--- src/rtl/tiny_dnn_ctrl.sv ---
// rtl/tiny_dnn_ctrl.sv - pass sequencer for a chain of tiny_dnn_core MAC cores
// Optional build macro: TINY_DNN_CTRL_STALL_EN (exec gated by d_valid).
module tiny_dnn_ctrl #(
  parameter int F_SIZE = 1024,
  parameter int N_CORE = 16,
  localparam int AW = $clog2(F_SIZE)
) (
  input  logic          clk,
  input  logic          reset,
  input  logic          start,
  input  logic [AW-1:0] in_len,
  input  logic          use_bias,
  input  logic          d_valid,
  input  logic          out_ready,
  output logic          busy,
  output logic          done,
  output logic          init,
  output logic          exec,
  output logic          bias,
  output logic [AW-1:0] ra,
  output logic          update,
  output logic          outr,
  output logic          out_valid,
  output logic [9:0]    out_idx
);

  typedef enum logic [2:0] {
    S_IDLE, S_INIT, S_EXEC, S_BIAS, S_DRAIN, S_SHIFT, S_DONE
  } state_t;

  localparam logic [9:0] K_LAST = 10'(N_CORE - 1);

  state_t        state, state_nx;
  logic [AW-1:0] len_q;
  logic [AW-1:0] cnt;
  logic          bias_q;
  logic [1:0]    drain_cnt;
  logic [9:0]    k;
  logic          exec_en;

`ifdef TINY_DNN_CTRL_STALL_EN
  assign exec_en = d_valid;
`else
  logic unused_d_valid;
  assign unused_d_valid = d_valid;
  assign exec_en = 1'b1;
`endif

  always_comb begin
    state_nx  = state;
    busy      = (state != S_IDLE);
    done      = 1'b0;
    init      = 1'b0;
    exec      = 1'b0;
    bias      = 1'b0;
    ra        = '0;
    update    = 1'b0;
    outr      = 1'b0;
    out_valid = 1'b0;
    out_idx   = '0;
    case (state)
      S_IDLE: if (start) state_nx = S_INIT;
      S_INIT: begin
        init = 1'b1;
        if (len_q != '0)  state_nx = S_EXEC;
        else if (bias_q)  state_nx = S_BIAS;
        else              state_nx = S_DRAIN;
      end
      S_EXEC: begin
        exec = exec_en;
        ra   = cnt;
        if (exec_en && cnt == len_q - 1'b1)
          state_nx = bias_q ? S_BIAS : S_DRAIN;
      end
      // The core substitutes address F_SIZE-1 for the bias word, so ra stays 0.
      S_BIAS: begin
        bias     = 1'b1;
        state_nx = S_DRAIN;
      end
      S_DRAIN: if (drain_cnt == 2'd2) state_nx = S_SHIFT;
      S_SHIFT: begin
        out_valid = 1'b1;
        out_idx   = k;
        update    = (k == '0);
        outr      = out_ready;
        if (out_ready && k == K_LAST) state_nx = S_DONE;
      end
      S_DONE: begin
        done     = 1'b1;
        state_nx = S_IDLE;
      end
      default: state_nx = S_IDLE;
    endcase
  end

  always_ff @(posedge clk) begin
    if (reset) begin
      state     <= S_IDLE;
      len_q     <= '0;
      bias_q    <= 1'b0;
      cnt       <= '0;
      drain_cnt <= '0;
      k         <= '0;
    end else begin
      state <= state_nx;
      if (state == S_IDLE && start) begin
        len_q  <= in_len;
        bias_q <= use_bias;
      end
      if (state == S_EXEC && exec_en)
        cnt <= (state_nx != S_EXEC) ? '0 : cnt + 1'b1;
      if (state == S_DRAIN)
        drain_cnt <= (drain_cnt == 2'd2) ? 2'd0 : drain_cnt + 2'd1;
      // Counters are rewound on exit so the next pass starts from zero.
      if (state == S_SHIFT && out_ready)
        k <= (k == K_LAST) ? 10'd0 : k + 10'd1;
    end
  end

endmodule

--- config.mk ---
export PLATFORM = sky130hd
export DESIGN_NAME = tiny_dnn_ctrl
export DESIGN_NICKNAME = d
export VERILOG_FILES = /design/src/rtl/tiny_dnn_ctrl.sv
export SDC_FILE = /design/constraint.sdc
export NUM_CORES = 1
export LEC_CHECK = 0
export CELL_PAD_IN_SITES_DETAIL_PLACEMENT = 0
export CELL_PAD_IN_SITES_GLOBAL_PLACEMENT = 1
export CORE_AREA = 2 2 91 67
export DETAILED_ROUTE_END_ITERATION = 10
export DIE_AREA = 0 0 93 69
export PLACE_DENSITY_LB_ADDON = 0.05
export REMOVE_ABC_BUFFERS = 1
export SLEW_MARGIN = 0
export SYNTH_ARGS = -nofsm -noshare
export SYNTH_HDL_FRONTEND = slang
export SYNTH_SLANG_ARGS = --single-unit
--- constraint.sdc ---
create_clock -name clk -period 6 [get_ports clk]
set_clock_uncertainty 0.15 [all_clocks]
set_input_delay 0.9 -clock clk [delete_from_list [all_inputs] [get_ports clk]]
set_output_delay 0.9 -clock clk [all_outputs]
set_load 0.02 [all_outputs]
==> metrics <==
Remaining DRCs=0; total track usage=0.158; Routability Congestion=0.755; final hold violation count=0; Num CTS Buffers=5; synth-to-layout area growth=26.0%; dominant cell type by area after synthesis=dfxtp_1; Sw Pwr=0.162 mW; # IOs=44; Worst Path Arrival=2.50 ns; Worst setup EP type=primary output; die width=93 um; drt first pass iters=4; Leak Pwr=0.971 nW; vias=1948; number of DRC markers in iteration 0=94; initial antenna violation count=0; vias in the first global route=1652; Combinational Power Share=0.197; Std-Cell Rows=23; Yosys Warn Count=0; # fillers=608; PnR Total Power=0.552 mW; EDFF count, synth=0; Clock Path Buffers=2; worst-path cell chain=inv_1 > or3_1 > inv_1 > nand2_1 > inv_1 > clkdlybuf4s50_1; top-count cell post-synth=nand2_1; Place WS=2.62 ns; synth top area cells=dfxtp_1, nand2_1, and2_1, xnor2_1, xor2_1; Max Slew Vio Count=0; P_int=0.390 mW; slack of the critical path=2.45 ns; clk slew on worst S/H paths=0.07 ns; DP Wirelength=3.70 mm; Post-CTS Setup Inserts=0; CP max stage cell=clkdlybuf4s50_1; mean post-synth cell area=7.65 um^2; Port-buffer cells=42; first-pass GRT wire length=8.13 mm; CP bufs+invs=4; Final ANT Viol Nets=0; CTS Hold Bufs=0; CTS tree=yes; nets@finish=337; worst skew pair latency=0.29 ns; Routed WL=4.95 mm; Hold Path Class=reg2reg; unrepaired setup endpoints after global routing=false; Switching Fraction=0.294; Synth async-reset ratio=0; largest net degree at the start of global routing=28; crit path kind=reg2out; Sequential Power Share=0.477; placement-stage cell area=0.00262 mm^2; Gate Count Post-Synth=281; Vias per Instance=4.96; worst-path fanout max=14; share of layout cells above drive strength 1=0.0566; WL/cell=12.6 um; clock sink count=36; share of the synthesized area in the top cell type=0.335; outcome=completed; flops & latches, synth=36; die area=0.00642 mm^2; ant diodes=0; worst-margin pin slew=0.794 ns; core footprint=0.00553 mm^2; sequential area share after synthesis=0.335; maxcap violations=0; post-route minimum period=3.55 ns; top post-synthesis cells by count=nand2_1, dfxtp_1, nor2_1; CTS H-tree depth=2; total grt overflow=0; top_reg_cell synth=dfxtp_1; clk root buf=clkbuf_8; Crit path required time=4.95 ns; fmax=281 MHz; cell mode on critical path=inv_1; Tcrit/Tclk final=0.592; mapped cell area=0.00215 mm^2; Peak VDD IR=0.0907 mV; CP Launch Type=flip-flop; Yosys cell types=47; Clk pwr share=0.325; cts repair resizes=0; design area=0.00271 mm^2; Power Density=204 mW/mm^2; family with the most delay on the worst path=buffers and inverters; initial core utilization=0.389; setup TNS=0 ns; CP max stage delay=0.59 ns; Slew HR=0.466; height of the die=69 um; final setup fails=0
-- power groups by stage --
stage	combinational, mW	clock, mW	sequential [mW]
after global routing	0.120	0.195	0.266
after detailed placement	0.109	0	0.269
after floorplan	0.0766	0	0.265
after global placement	0.108	0	0.269
final	0.109	0.180	0.264
after CTS	0.110	0.185	0.264
-- cell families (layout without fill, tap and decap cells) --
logic type      after synthesis  after routing  share of synthesized area
compound gates               46             46                      0.153
xor+xnor                     24             24                     0.0978
buf+inv                      27             64                     0.0477
fa+ha+maj                     4              4                     0.0233
simple gates                144            144                      0.343
flops                        36             36                      0.335
-- state kept, by name, indices dropped and copies added, names as in the netlist --
name,flops
k,10
cnt,10
bias_q,1
state,3
drain_cnt,2
len_q,10
-- cell usage in the layout (no fill, tap or decap), drive strengths merged, types with 2 or more instances in the layout --
master | synthesis | final
a21oi | 19 | 19
a31oi | 2 | 2
and2 | 17 | 17
and3 | 2 | 2
and3b | 2 | 2
clkbuf | 13 | 8
clkdlybuf4s50 | 0 | 42
dfxtp | 36 | 36
ha | 4 | 4
inv | 13 | 13
nand2 | 42 | 42
nand3 | 11 | 11
nand3b | 3 | 3
nand4 | 3 | 3
nor2 | 26 | 26
nor3 | 16 | 16
nor3b | 3 | 3
nor4 | 4 | 4
o211ai | 2 | 2
o21a | 2 | 2
o21ai | 7 | 7
o311ai | 3 | 3
o31ai | 2 | 2
or2 | 3 | 3
or3 | 5 | 5
or4 | 3 | 3
xnor2 | 12 | 12
xor2 | 12 | 12
-- path summary, 6_finish.rpt --
kind,startpoint,endpoint,slack (ns),depth (start not counted)
setup reg to reg,len_q[2]$_SDFFE_PP0P_,state[0]$_SDFF_PP0_,3.20,6
hold reg to reg,drain_cnt[0]$_SDFFE_PP0P_,drain_cnt[1]$_SDFFE_PP0P_,0.34,2
hold / removal,drain_cnt[0]$_SDFFE_PP0P_,drain_cnt[1]$_SDFFE_PP0P_,0.34,2
setup / recovery,state[1]$_SDFF_PP0_,ra[2],2.45,6
-- worst reg2reg max path, stage by stage, from the launching register on --
cell and delay (ns):
dfxtp_1 0.38, or3_4 0.43, or4_4 0.51, a2111oi_4 0.43
o211ai_4 0.17, nor3_4 0.41, o221a_1 0.26
-- per-stage QoR --
step                      utilization  hold WS (ns)  instances
after floorplan                     -         0.298        267
after global placement          0.474         0.324        385
after detailed placement        0.474         0.334        385
after CTS                       0.490         0.344        393
after global routing            0.490         0.365        393
final                           0.490         0.338        393
-- final cells by class --
type / instances / area (um^2) / area share
Sequential cell: 36 / 721 / 0.266
Multi-Input combinational cell: 218 / 1330 / 0.490
Inverter: 13 / 48.8 / 0.0180
Clock buffer: 8 / 90.1 / 0.0333
Tap cell: 75 / 93.8 / 0.0347
Timing Repair Buffer: 43 / 428 / 0.158
-- metal layers --
metal | GRT usage | wire length, um | vias to the layer above
met3 | 0.0339 | 256 | 5
met1 | 0.261 | 2840 | 860
met4 | 0.0490 | 53 | 0
met5 | 0 | 0 | -
li1 | - | - | 1035
met2 | 0.198 | 1800 | 48
Power figures use the tool's default switching activity.
